<file path="src/rtl/instruction_fetcher.sv">
// rtl/instruction_fetcher.sv - single-outstanding fetch stage feeding predictor and instruction queue
// Optional macro FETCH_BRANCH_PRED_EN: BRANCH taken decision follows pred_jump (else static not-taken).
module instruction_fetcher #(
  parameter logic [31:0] RESET_PC = 32'h0,
  parameter int          ADDR_W   = 32,
  parameter int          INST_W   = 32
) (
  input  logic              clk,
  input  logic              rst_in,
  input  logic              rdy_in,
  output logic              ic_req_valid,
  input  logic              ic_req_ready,
  output logic [ADDR_W-1:0] ic_req_addr,
  input  logic              ic_rsp_valid,
  input  logic [INST_W-1:0] ic_rsp_inst,
  output logic [ADDR_W-1:0] pred_addr,
  input  logic              pred_jump,
  input  logic              iq_full,
  output logic              iq_valid,
  output logic [INST_W-1:0] iq_inst,
  output logic [ADDR_W-1:0] iq_pc,
  output logic              iq_pred_jump,
  input  logic              rob_flush,
  input  logic [ADDR_W-1:0] rob_redirect_pc
);

  localparam logic [1:0] S_IDLE = 2'd0;
  localparam logic [1:0] S_WAIT = 2'd1;
  localparam logic [1:0] S_HOLD = 2'd2;
  localparam logic [1:0] S_DROP = 2'd3;

  localparam logic [6:0] OP_JAL    = 7'b1101111;
  localparam logic [6:0] OP_BRANCH = 7'b1100011;

  logic [1:0]        r_state;
  logic [ADDR_W-1:0] r_pc;
  logic [ADDR_W-1:0] r_next_pc;
  logic [INST_W-1:0] r_iq_inst;
  logic [ADDR_W-1:0] r_iq_pc;
  logic              r_iq_pred;

  logic              w_accept;
  logic              w_live;
  logic              w_push;
  logic              w_br_taken;
  logic              w_taken;
  logic [6:0]        w_opcode;
  logic [ADDR_W-1:0] w_imm_j;
  logic [ADDR_W-1:0] w_imm_b;
  logic [ADDR_W-1:0] w_next_pc;

  assign w_opcode = ic_rsp_inst[6:0];
  assign w_imm_j  = ADDR_W'($signed({ic_rsp_inst[31], ic_rsp_inst[19:12], ic_rsp_inst[20],
                                     ic_rsp_inst[30:21], 1'b0}));
  assign w_imm_b  = ADDR_W'($signed({ic_rsp_inst[31], ic_rsp_inst[7], ic_rsp_inst[30:25],
                                     ic_rsp_inst[11:8], 1'b0}));

`ifdef FETCH_BRANCH_PRED_EN
  assign w_br_taken = pred_jump;
`else
  // pred_jump is deliberately ignored in the static not-taken build
  assign w_br_taken = 1'b0 & pred_jump;
`endif

  always_comb begin
    w_taken   = 1'b0;
    w_next_pc = r_pc + ADDR_W'(4);
    if (w_opcode == OP_JAL) begin
      w_taken   = 1'b1;
      w_next_pc = r_pc + w_imm_j;
    end else if (w_opcode == OP_BRANCH && w_br_taken) begin
      w_taken   = 1'b1;
      w_next_pc = r_pc + w_imm_b;
    end
  end

  assign ic_req_valid = rst_in && (r_state == S_IDLE);
  assign ic_req_addr  = r_pc;
  assign pred_addr    = r_pc;
  assign w_accept     = rdy_in && ic_req_valid && ic_req_ready;

  // Response is forwarded combinationally in its arrival cycle; HOLD replays the latched copy
  assign w_live   = rdy_in && !rob_flush && (r_state == S_WAIT) && ic_rsp_valid;
  assign w_push   = rdy_in && !rob_flush && !iq_full &&
                    (((r_state == S_WAIT) && ic_rsp_valid) || (r_state == S_HOLD));
  assign iq_valid     = w_push;
  assign iq_inst      = w_live ? ic_rsp_inst : r_iq_inst;
  assign iq_pc        = w_live ? r_pc        : r_iq_pc;
  assign iq_pred_jump = w_live ? w_taken     : r_iq_pred;

  always_ff @(posedge clk or negedge rst_in) begin
    if (!rst_in) begin
      r_state   <= S_IDLE;
      r_pc      <= ADDR_W'(RESET_PC);
      r_next_pc <= '0;
      r_iq_inst <= '0;
      r_iq_pc   <= '0;
      r_iq_pred <= 1'b0;
    end else if (rdy_in) begin
      if (rob_flush) begin
        r_pc <= rob_redirect_pc;
        case (r_state)
          S_IDLE:  r_state <= w_accept ? S_DROP : S_IDLE;
          S_WAIT:  r_state <= ic_rsp_valid ? S_IDLE : S_DROP;
          S_HOLD:  r_state <= S_IDLE;
          default: r_state <= S_DROP;
        endcase
      end else begin
        case (r_state)
          S_IDLE: begin
            if (w_accept) r_state <= S_WAIT;
          end
          S_WAIT: begin
            if (ic_rsp_valid) begin
              r_iq_inst <= ic_rsp_inst;
              r_iq_pc   <= r_pc;
              r_iq_pred <= w_taken;
              r_next_pc <= w_next_pc;
              if (!iq_full) begin
                r_pc    <= w_next_pc;
                r_state <= S_IDLE;
              end else begin
                r_state <= S_HOLD;
              end
            end
          end
          S_HOLD: begin
            if (!iq_full) begin
              r_pc    <= r_next_pc;
              r_state <= S_IDLE;
            end
          end
          default: begin
            if (ic_rsp_valid) r_state <= S_IDLE;
          end
        endcase
      end
    end
  end

endmodule

</file>
<file path="config.mk">
export PLATFORM = sky130hd
export DESIGN_NAME = instruction_fetcher
export DESIGN_NICKNAME = d
export VERILOG_FILES = /design/src/rtl/instruction_fetcher.sv
export SDC_FILE = /design/constraint.sdc
export NUM_CORES = 1
export LEC_CHECK = 0
export BUFFER_PORTS_ARGS = -buffer_cell sky130_fd_sc_hd__buf_2
export CAP_MARGIN = 20
export CELL_PAD_IN_SITES_DETAIL_PLACEMENT = 2
export CELL_PAD_IN_SITES_GLOBAL_PLACEMENT = 2
export CORE_MARGIN = 2
export CORE_UTILIZATION = 33
export CTS_CLUSTER_SIZE = 10
export DETAILED_ROUTE_END_ITERATION = 12
export HOLD_SLACK_MARGIN = 0.03
export MAX_ROUTING_LAYER = met4
export PLACE_DENSITY = 0.95
export SETUP_SLACK_MARGIN = 0.02
export SYNTH_ARGS = -nofsm -noshare
export SYNTH_HDL_FRONTEND = slang
export SYNTH_SLANG_ARGS = --single-unit
</file>
<file path="constraint.sdc">
create_clock -name clk -period 4.42 [get_ports clk]
set_input_delay 0.442 -clock clk [delete_from_list [all_inputs] [get_ports clk]]
set_output_delay 0.442 -clock clk [all_outputs]
set_load 0.1 [all_outputs]
</file>
==> results of run 1 <==
[cell type report]
cell class | instances | area [um^2]
fillers | 3006 | 15500
multi-input cells | 880 | 4870
flip-flops and latches | 130 | 3253
repair buffers | 217 | 1150
clock buffers | 20 | 446.7
well taps | 335 | 419.2
clock inverters | 12 | 156.4
inverters | 9 | 33.78
diodes | 3 | 7.507
[cells in the final DEF, fill, tap and decap left out, types with 4 or more instances in the layout]
master                        n
sky130_fd_sc_hd__mux2i_1     11
sky130_fd_sc_hd__nor3_1       9
sky130_fd_sc_hd__inv_1        8
sky130_fd_sc_hd__a21oi_1     68
sky130_fd_sc_hd__and4_1       5
sky130_fd_sc_hd__nand2b_1     4
sky130_fd_sc_hd__o21ai_1      6
sky130_fd_sc_hd__nand2_1    357
sky130_fd_sc_hd__nand3_1     17
sky130_fd_sc_hd__ha_1        31
sky130_fd_sc_hd__a211o_1      5
sky130_fd_sc_hd__o31ai_1      4
sky130_fd_sc_hd__dfrtp_1    130
sky130_fd_sc_hd__a211oi_1    15
sky130_fd_sc_hd__o21ai_0     75
sky130_fd_sc_hd__xor2_1      26
sky130_fd_sc_hd__a31oi_1     13
sky130_fd_sc_hd__buf_4       15
sky130_fd_sc_hd__buf_2      199
sky130_fd_sc_hd__or3_1        9
sky130_fd_sc_hd__clkbuf_16   17
sky130_fd_sc_hd__o21a_1       6
sky130_fd_sc_hd__and2_1       7
sky130_fd_sc_hd__nor2_1      70
sky130_fd_sc_hd__nand4_1      6
sky130_fd_sc_hd__o211ai_1     4
sky130_fd_sc_hd__and3_1      26
sky130_fd_sc_hd__a21o_1      22
sky130_fd_sc_hd__xnor2_1     22
sky130_fd_sc_hd__nor2b_1     13
[registers in the layout (all words and copies together) (netlist names)]
name         count
r_state          2
r_next_pc       32
r_iq_inst       32
r_iq_pc         31
r_iq_pred        1
ic_req_addr     32
[path summary, 6_finish.rpt]
check                                        to  cells after the start  slack, ps
worst min-delay path               r_iq_inst[9]                      3        230
max in group asynchronous         r_next_pc[25]                      3       2410
worst max-delay path            ic_req_addr[23]                     11        820
worst min register to register    r_iq_inst[20]                      2        470
worst max register to register  ic_req_addr[23]                     11        820
min in group asynchronous         r_iq_inst[11]                      2        570
[cell usage after synthesis, drive strengths merged (9+ instances only)]
master  number
o21ai       83
or3          9
a31oi       13
nor3        11
a21oi       68
and3        27
a21o        22
nor2        70
inv          9
dfrtp      130
ha          31
mux2i       11
buf         58
nor2b       14
a211oi      18
xnor2       22
clkbuf      36
nand2      357
xor2        26
nand3       18
[cell families (layout without fill, tap and decap cells)]
logic type | Yosys count | count (layout)
flops | 130 | 130
xor+xnor | 48 | 48
buf+inv | 103 | 258
other cells | 0 | 3
mux | 11 | 11
simple gates | 535 | 535
fa+ha+maj | 32 | 32
compound gates | 254 | 254
[metrics by stage]
stage	hold slack (ps)	setup slack (ps)	area, um^2	util	cells
detailed placement	460.0	1001	9716	0.3760	1570
global route	240.0	582.1	10330	0.4000	1605
floorplan	146.4	433.6	8620	-	1113
CTS	219.2	869.1	10330	0.3998	1603
finish	233.5	821.0	10340	0.4000	1606
global placement	450.4	1134	9716	0.3760	1570
[layer usage]
metal,vias to the layer above,GRT usage
li1,4059,-
met1,4571,0.3276
met2,310,0.4478
met3,62,0.04158
met4,0,0.09036
met5,-,-
[tightest hold or removal path: cells and delay by family]
| kind | cells | cell delay, ps |
|---|---|---|
| buffers and inverters | 1 | 80 |
| AND/OR/NAND/NOR | 2 | 120 |
==> key figures, run 1 <==
Flow run
  • Maximum capacitance violations: 0

Route
  • Residual antenna-violating net count after detailed routing: 0
  • Met3 WL: 1680 um
  • DRT iter0 DRCs: 539
  • Met2 WL: 17,800 um
  • DR pass1 iterations: 5
  • Average wire length per cell after detail routing: 22.21 um
  • Sum of routed wire length over all layers: 35,670 um
  • Via count: 9,002
  • Count of unresolved DRC violations after routing: 0
  • Routed length on met1: 15,360 um
  • Uppermost layer routed: met4
  • Via density per instance: 5.605

Final layout
  • NumNets Final: 1,359
  • Fraction of final layout cells with drive strength greater than 1: 0.2098
  • Area growth from synthesis to final layout: 19.92%

Logic synthesis
  • Xor and xnor area share after synthesis: 0.04877
  • Ranking of synthesized cells by area: sky130_fd_sc_hd__dfrtp_1 (38%), sky130_fd_sc_hd__nand2_1 (16%), sky130_fd_sc_hd__ha_1 (4.5%)
  • Synthesized netlist cell count: 1,113
  • Simple logic cell fraction of the synthesized area: 0.2640
  • Main combinational cell family by area after synthesis: simple AND/OR/NAND/NOR gates
  • EDFF count, synth: 0
  • Top-area cell type share of the netlist area: 0.3774
  • Number of warnings reported in the yosys synthesis log: 0
  • Average footprint of a synthesized cell: 7.744 um^2
  • Distinct cells, synth: 66
  • Adder-cell area share of the yosys netlist: 0.04732
  • Commonest register cell after synthesis: sky130_fd_sc_hd__dfrtp_1
  • Number of synthesized register bits: 130
  • Sequential area share after synthesis: 0.3774
  • Proportion of synthesized flip-flops having asynchronous set or reset: 1.000
  • Synth Cell Area: 8620 um^2
  • Multiplexer share of the synthesized area: 0.01277
  • Synthesized-area fraction occupied by ao, oa, aoi and oai cells: 0.1881
  • Top cell type by total area after synthesis: sky130_fd_sc_hd__dfrtp_1
  • Synthesized Nets: 1,217

Global routing
  • Maximum number of pins on one net before global-route repair: 77
  • Global-route wire length before repair: 56,440 um
  • Antenna violations before repair: 3
  • Gr ovfl total: 0
  • Overall global routing resource usage: 0.2666
  • Vias in the first global route: 9,950

Status
  • Result of the run: completed

Timing
  • Sum of negative setup slack: 0 ps
  • Worst slew slack as a fraction of its limit: 0.3167
  • Final clock period utilization by the worst path: 0.8143
  • Max Clock Freq: 277.9 MHz
  • Hold Violations, Final: 0
  • Final setup violation count: 0
  • Slew @ Worst Pin: 1025 ps
  • Setup repair after global routing missed its margin: false
  • Worst-case clock skew: 12.98 ps
  • Number of pins exceeding their max-slew limit in the final report: 0
  • Min Clock Period, post-route: 3599 ps

Worst setup path
  • R2R Path Start: ic_req_addr[2]
  • Critical setup path kind: reg -> reg
  • Critical path's top delay family: compound AO/OA/AOI/OAI gates
  • Highest net fanout along the worst path: 10
  • Crit path arrival time: 3910 ps
  • Cells traversed along the worst timing path: inv_1, fa_1, nor2b_1, o2111ai_1, a211oi_2, nor2_1, a21boi_1, o21ai_0, a31oi_1, a21oi_1, a221o_1
  • Endpoint required time on the critical path: 4730 ps
  • Largest stage delay on the critical path: 560 ps
  • Category of the worst setup path launch point: flop
  • Crit path buf inv count: 1
  • Launch point of the critical path: ic_req_addr[2]
  • CP max-delay cell: sky130_fd_sc_hd__dfrtp_1
  • Type of element capturing the critical path: flop

Clock network
  • Root buffer cell: sky130_fd_sc_hd__clkbuf_16
  • Depth of the CTS H-tree: 4
  • Clock tree sinks: 130
  • Clock-pin transition on the worst setup and hold timing paths: 60 ps
  • Post-CTS Setup Inserts: 0
  • Count of instances resized after the clock tree is built: 0
  • Clock tree from TritonCTS: yes
  • Clock tree buffer depth: 2
  • Hold bufs inserted after CTS: 1
  • Skew-Pair Late Insertion Delay: 440 ps
  • Clock buffer count from CTS: 17

Floorplan
  • Die width: 165.6 um
  • Vertical die dimension: 165.6 um
  • Standard cell core area: 25,840 um^2
  • Row cnt: 59
  • DIE AREA: 27,430 um^2
  • Starting density of the core: 0.3336
  • Total I/O pin count: 203

Placement
  • Post-DP HPWL: 25,090 um
  • Last weighted congestion value of the routability-driven placer: 0.8425
  • Number of buffers inserted by port buffering: 201

Worst hold path
  • Class of the tightest hold or removal check: in -> reg
  • Hold path startpoint: ic_rsp_inst[9]
Power of run 1 is not shown: default switching activity piles up to over one toggle a cycle in this logic, so the estimate is an artifact.
==> run 2, diff against run 1 <==
Settings changed: ABC_AREA set to 1, CORE_UTILIZATION 33 to 27, PLACE_DENSITY 0.95 to 0.88.
Clock period 4.42 ns to 3.3 ns, I/O delays scaled along.
==> run 2 against run 1 <==
  * Count of clock-buffer cells in the layout down 2
  * Worst hold slack worse by 180 ps
  * Register-to-register slack worse by 380 ps
  * Critical path type is now reg -> out
  * Area after synthesis up 12%
  * Wire length up 17%
  * Final cell count up 33%
  * Non-clock buffer count up 6
  * Sequential share of layout area down 3.8 points
==> key figures, run 2 <==
Route
  • Via count: 10.60k
  • DRT iter0 DRCs: 497
  • Sum of routed wire length over all layers: 41,590 um
  • DR pass1 iterations: 5
  • Average wire length per cell after detail routing: 19.43 um
  • Via density per instance: 4.951
  • Residual antenna-violating net count after detailed routing: 0
  • Count of unresolved DRC violations after routing: 0

Clock network
  • Count of instances resized after the clock tree is built: 1
  • Clock buffer count from CTS: 17
  • Post-CTS Setup Inserts: 0
  • Clock tree from TritonCTS: yes
  • Clock-pin transition on the worst setup and hold timing paths: 70 ps
  • Depth of the CTS H-tree: 4
  • Clock tree sinks: 130
  • Hold bufs inserted after CTS: 0
  • Root buffer cell: sky130_fd_sc_hd__clkbuf_16
  • Clock tree buffer depth: 2
  • Skew-Pair Late Insertion Delay: 450 ps

Logic synthesis
  • Number of warnings reported in the yosys synthesis log: 0
  • Synthesized Nets: 1,611
  • Top-area cell type share of the netlist area: 0.3381
  • Synthesized-area fraction occupied by ao, oa, aoi and oai cells: 0.1129
  • Most numerous cell types in the synthesized netlist: sky130_fd_sc_hd__nand2_1 (580), sky130_fd_sc_hd__inv_1 (184), sky130_fd_sc_hd__dfrtp_1 (130)
  • Commonest register cell after synthesis: sky130_fd_sc_hd__dfrtp_1
  • Top cell type by total area after synthesis: sky130_fd_sc_hd__dfrtp_1
  • Proportion of synthesized flip-flops having asynchronous set or reset: 1.000
  • Adder-cell area share of the yosys netlist: 0.04239
  • Xor and xnor area share after synthesis: 0.01456
  • Synthesized netlist cell count: 1,507
  • Simple logic cell fraction of the synthesized area: 0.3639
  • Distinct cells, synth: 42
  • Number of synthesized register bits: 130
  • Synth Cell Area: 9623 um^2
  • Main combinational cell family by area after synthesis: simple AND/OR/NAND/NOR gates
  • Ranking of synthesized cells by area: sky130_fd_sc_hd__dfrtp_1 (34%), sky130_fd_sc_hd__nand2_1 (23%), sky130_fd_sc_hd__inv_1 (7.2%)
  • Average footprint of a synthesized cell: 6.386 um^2
  • Sequential area share after synthesis: 0.3381
  • Multiplexer share of the synthesized area: 0
  • EDFF count, synth: 0
  • Dominant cell by count in the synthesized netlist: sky130_fd_sc_hd__nand2_1

Global routing
  • Antenna violations before repair: 1
  • Vias in the first global route: 11.52k
  • Maximum number of pins on one net before global-route repair: 131
  • Global-route wire length before repair: 64,800 um
  • Gr ovfl total: 0
  • Overall global routing resource usage: 0.2360

Placement
  • Post-DP HPWL: 32,340 um
  • Standard cell area after detailed placement: 11,110 um^2
  • Number of buffers inserted by port buffering: 201
  • Last weighted congestion value of the routability-driven placer: 0.8804

Status
  • Result of the run: completed

Timing
  • Final clock period utilization by the worst path: 0.9084
  • Slew @ Worst Pin: 761.5 ps
  • Final setup violation count: 0
  • Worst slew slack as a fraction of its limit: 0.4924
  • Number of pins exceeding their max-slew limit in the final report: 0
  • Max Clock Freq: 333.6 MHz
  • Min Clock Period, post-route: 2998 ps
  • Worst-case clock skew: 12.73 ps
  • Hold Violations, Final: 0
  • Setup repair after global routing missed its margin: false

Flow run
  • Maximum capacitance violations: 0

Worst hold path
  • Class of the tightest hold or removal check: in -> async

Worst setup path
  • CP max-delay cell: sky130_fd_sc_hd__nor2_2
  • Crit path arrival time: 2670 ps
  • Largest stage delay on the critical path: 530 ps
  • Cells traversed along the worst timing path: inv_2, nor2_2, clkinv_2, a211oi_1, buf_12
  • Type of element capturing the critical path: output pin
  • Crit path buf inv count: 3
  • Reg-to-reg setup timing slack: 440 ps
  • Highest net fanout along the worst path: 14
  • Critical path's top delay family: buffers and inverters
  • Category of the worst setup path launch point: flop
  • Critical setup path kind: reg -> out
  • Endpoint required time on the critical path: 2970 ps

Floorplan
  • DIE AREA: 37,170 um^2
  • Vertical die dimension: 192.8 um
  • Row cnt: 69
  • Standard cell core area: 35,310 um^2
  • Starting density of the core: 0.2725
  • Total I/O pin count: 203
  • Die width: 192.8 um

Final layout
  • Most frequent standard cell in the layout excluding fill and tap cells: sky130_fd_sc_hd__nand2_1
  • Fraction of final layout cells with drive strength greater than 1: 0.1702
  • Total inserted antenna cells: 0
  • Design area: 11,770 um^2
  • Commonest cells after routing, fill and taps aside: sky130_fd_sc_hd__nand2_1 (580), sky130_fd_sc_hd__buf_2 (186), sky130_fd_sc_hd__inv_1 (184), sky130_fd_sc_hd__dfrtp_1 (130), sky130_fd_sc_hd__nor2_1 (124)
  • Area growth from synthesis to final layout: 22.31%
  • NumNets Final: 1,771
==> run 2: cell types whose count changed in the layout (fill, tap and decap cells not counted), moves of 47 or more <==
cell	before	now
sky130_fd_sc_hd__nand2_1	357	580
sky130_fd_sc_hd__inv_1	8	184
sky130_fd_sc_hd__nand3_1	17	97
sky130_fd_sc_hd__nor2_1	70	124
sky130_fd_sc_hd__o21ai_1	6	53
==> run 2: worst reg2reg max path, stage by stage, from the launching register on <==
cell                      delay (ps)
sky130_fd_sc_hd__dfrtp_1         540
sky130_fd_sc_hd__inv_1           190
sky130_fd_sc_hd__fa_1            500
sky130_fd_sc_hd__inv_1           100
sky130_fd_sc_hd__nand3_1          90
sky130_fd_sc_hd__nand2_1         150
sky130_fd_sc_hd__nand2_1          70
sky130_fd_sc_hd__nand2_1         180
sky130_fd_sc_hd__nand2_1          80
sky130_fd_sc_hd__nand2_1         240
sky130_fd_sc_hd__nand2_1         130
sky130_fd_sc_hd__nand3_1          90
sky130_fd_sc_hd__nand3_1         140
sky130_fd_sc_hd__nand3_1         120
sky130_fd_sc_hd__nand2_1          60
sky130_fd_sc_hd__nand2_1          50
sky130_fd_sc_hd__nand2_1          40
==> run 2: routing by layer <==
layer / share of wire / wire (um) / GRT usage / vias up
met5: 0 / 0 / - / -
met4: 0.027 / 1115 / 0.07927 / 0
met3: 0.035 / 1451 / 0.02728 / 51
met2: 0.52 / 21680 / 0.4264 / 224
met1: 0.42 / 17350 / 0.2696 / 5314
li1: - / - / - / 5012
==> run 2: logic make-up after synthesis <==
| kind of cell | Yosys count |
|---|---|
| DFF | 130 |
| and+or+nand+nor | 854 |
| adders and majority gates | 32 |
| xor gates and xnor gates | 16 |
| AOI/OAI and AO/OA | 202 |
| buffers and inverters | 273 |
==> run 2: final timing paths <==
path,from,to,cells past startpoint
setup reg to reg,ic_req_addr[2],ic_req_addr[21],16
hold / removal,rst_in,ic_req_addr[24],2
hold reg to reg,r_iq_inst[12],r_iq_inst[12],2
setup / recovery,r_state[1],iq_valid,5
min in group clk,ic_rsp_inst[7],r_iq_inst[7],3
max in group asynchronous,rst_in,r_iq_inst[25],2
==> run 2: per-stage QoR <==
step	TNS (ps)	setup WS (ps)	hold slack, ps	util	cells
floorplan	-4940	-388.7	34.41	-	1507
global placement	0	629.2	448.0	0.3147	2109
detailed placement	0	456.7	457.8	0.3147	2109
CTS	0	281.7	79.00	0.3333	2141
global route	0	133.3	104.0	0.3333	2141
finish	0	302.4	52.59	0.3333	2141
==> run 2: final cells by class <==
cell class / instances / area (um^2)
Multi-Input combinational cell: 1104 / 5136
Tap cell: 461 / 576.8
Fill cell: 4343 / 23540
Inverter: 191 / 723.2
Sequential cell: 130 / 3253
Clock inverter: 14 / 226.5
Timing Repair Buffer: 223 / 1425
Clock buffer: 18 / 429.2
Power of run 2 is left out for the same reason.
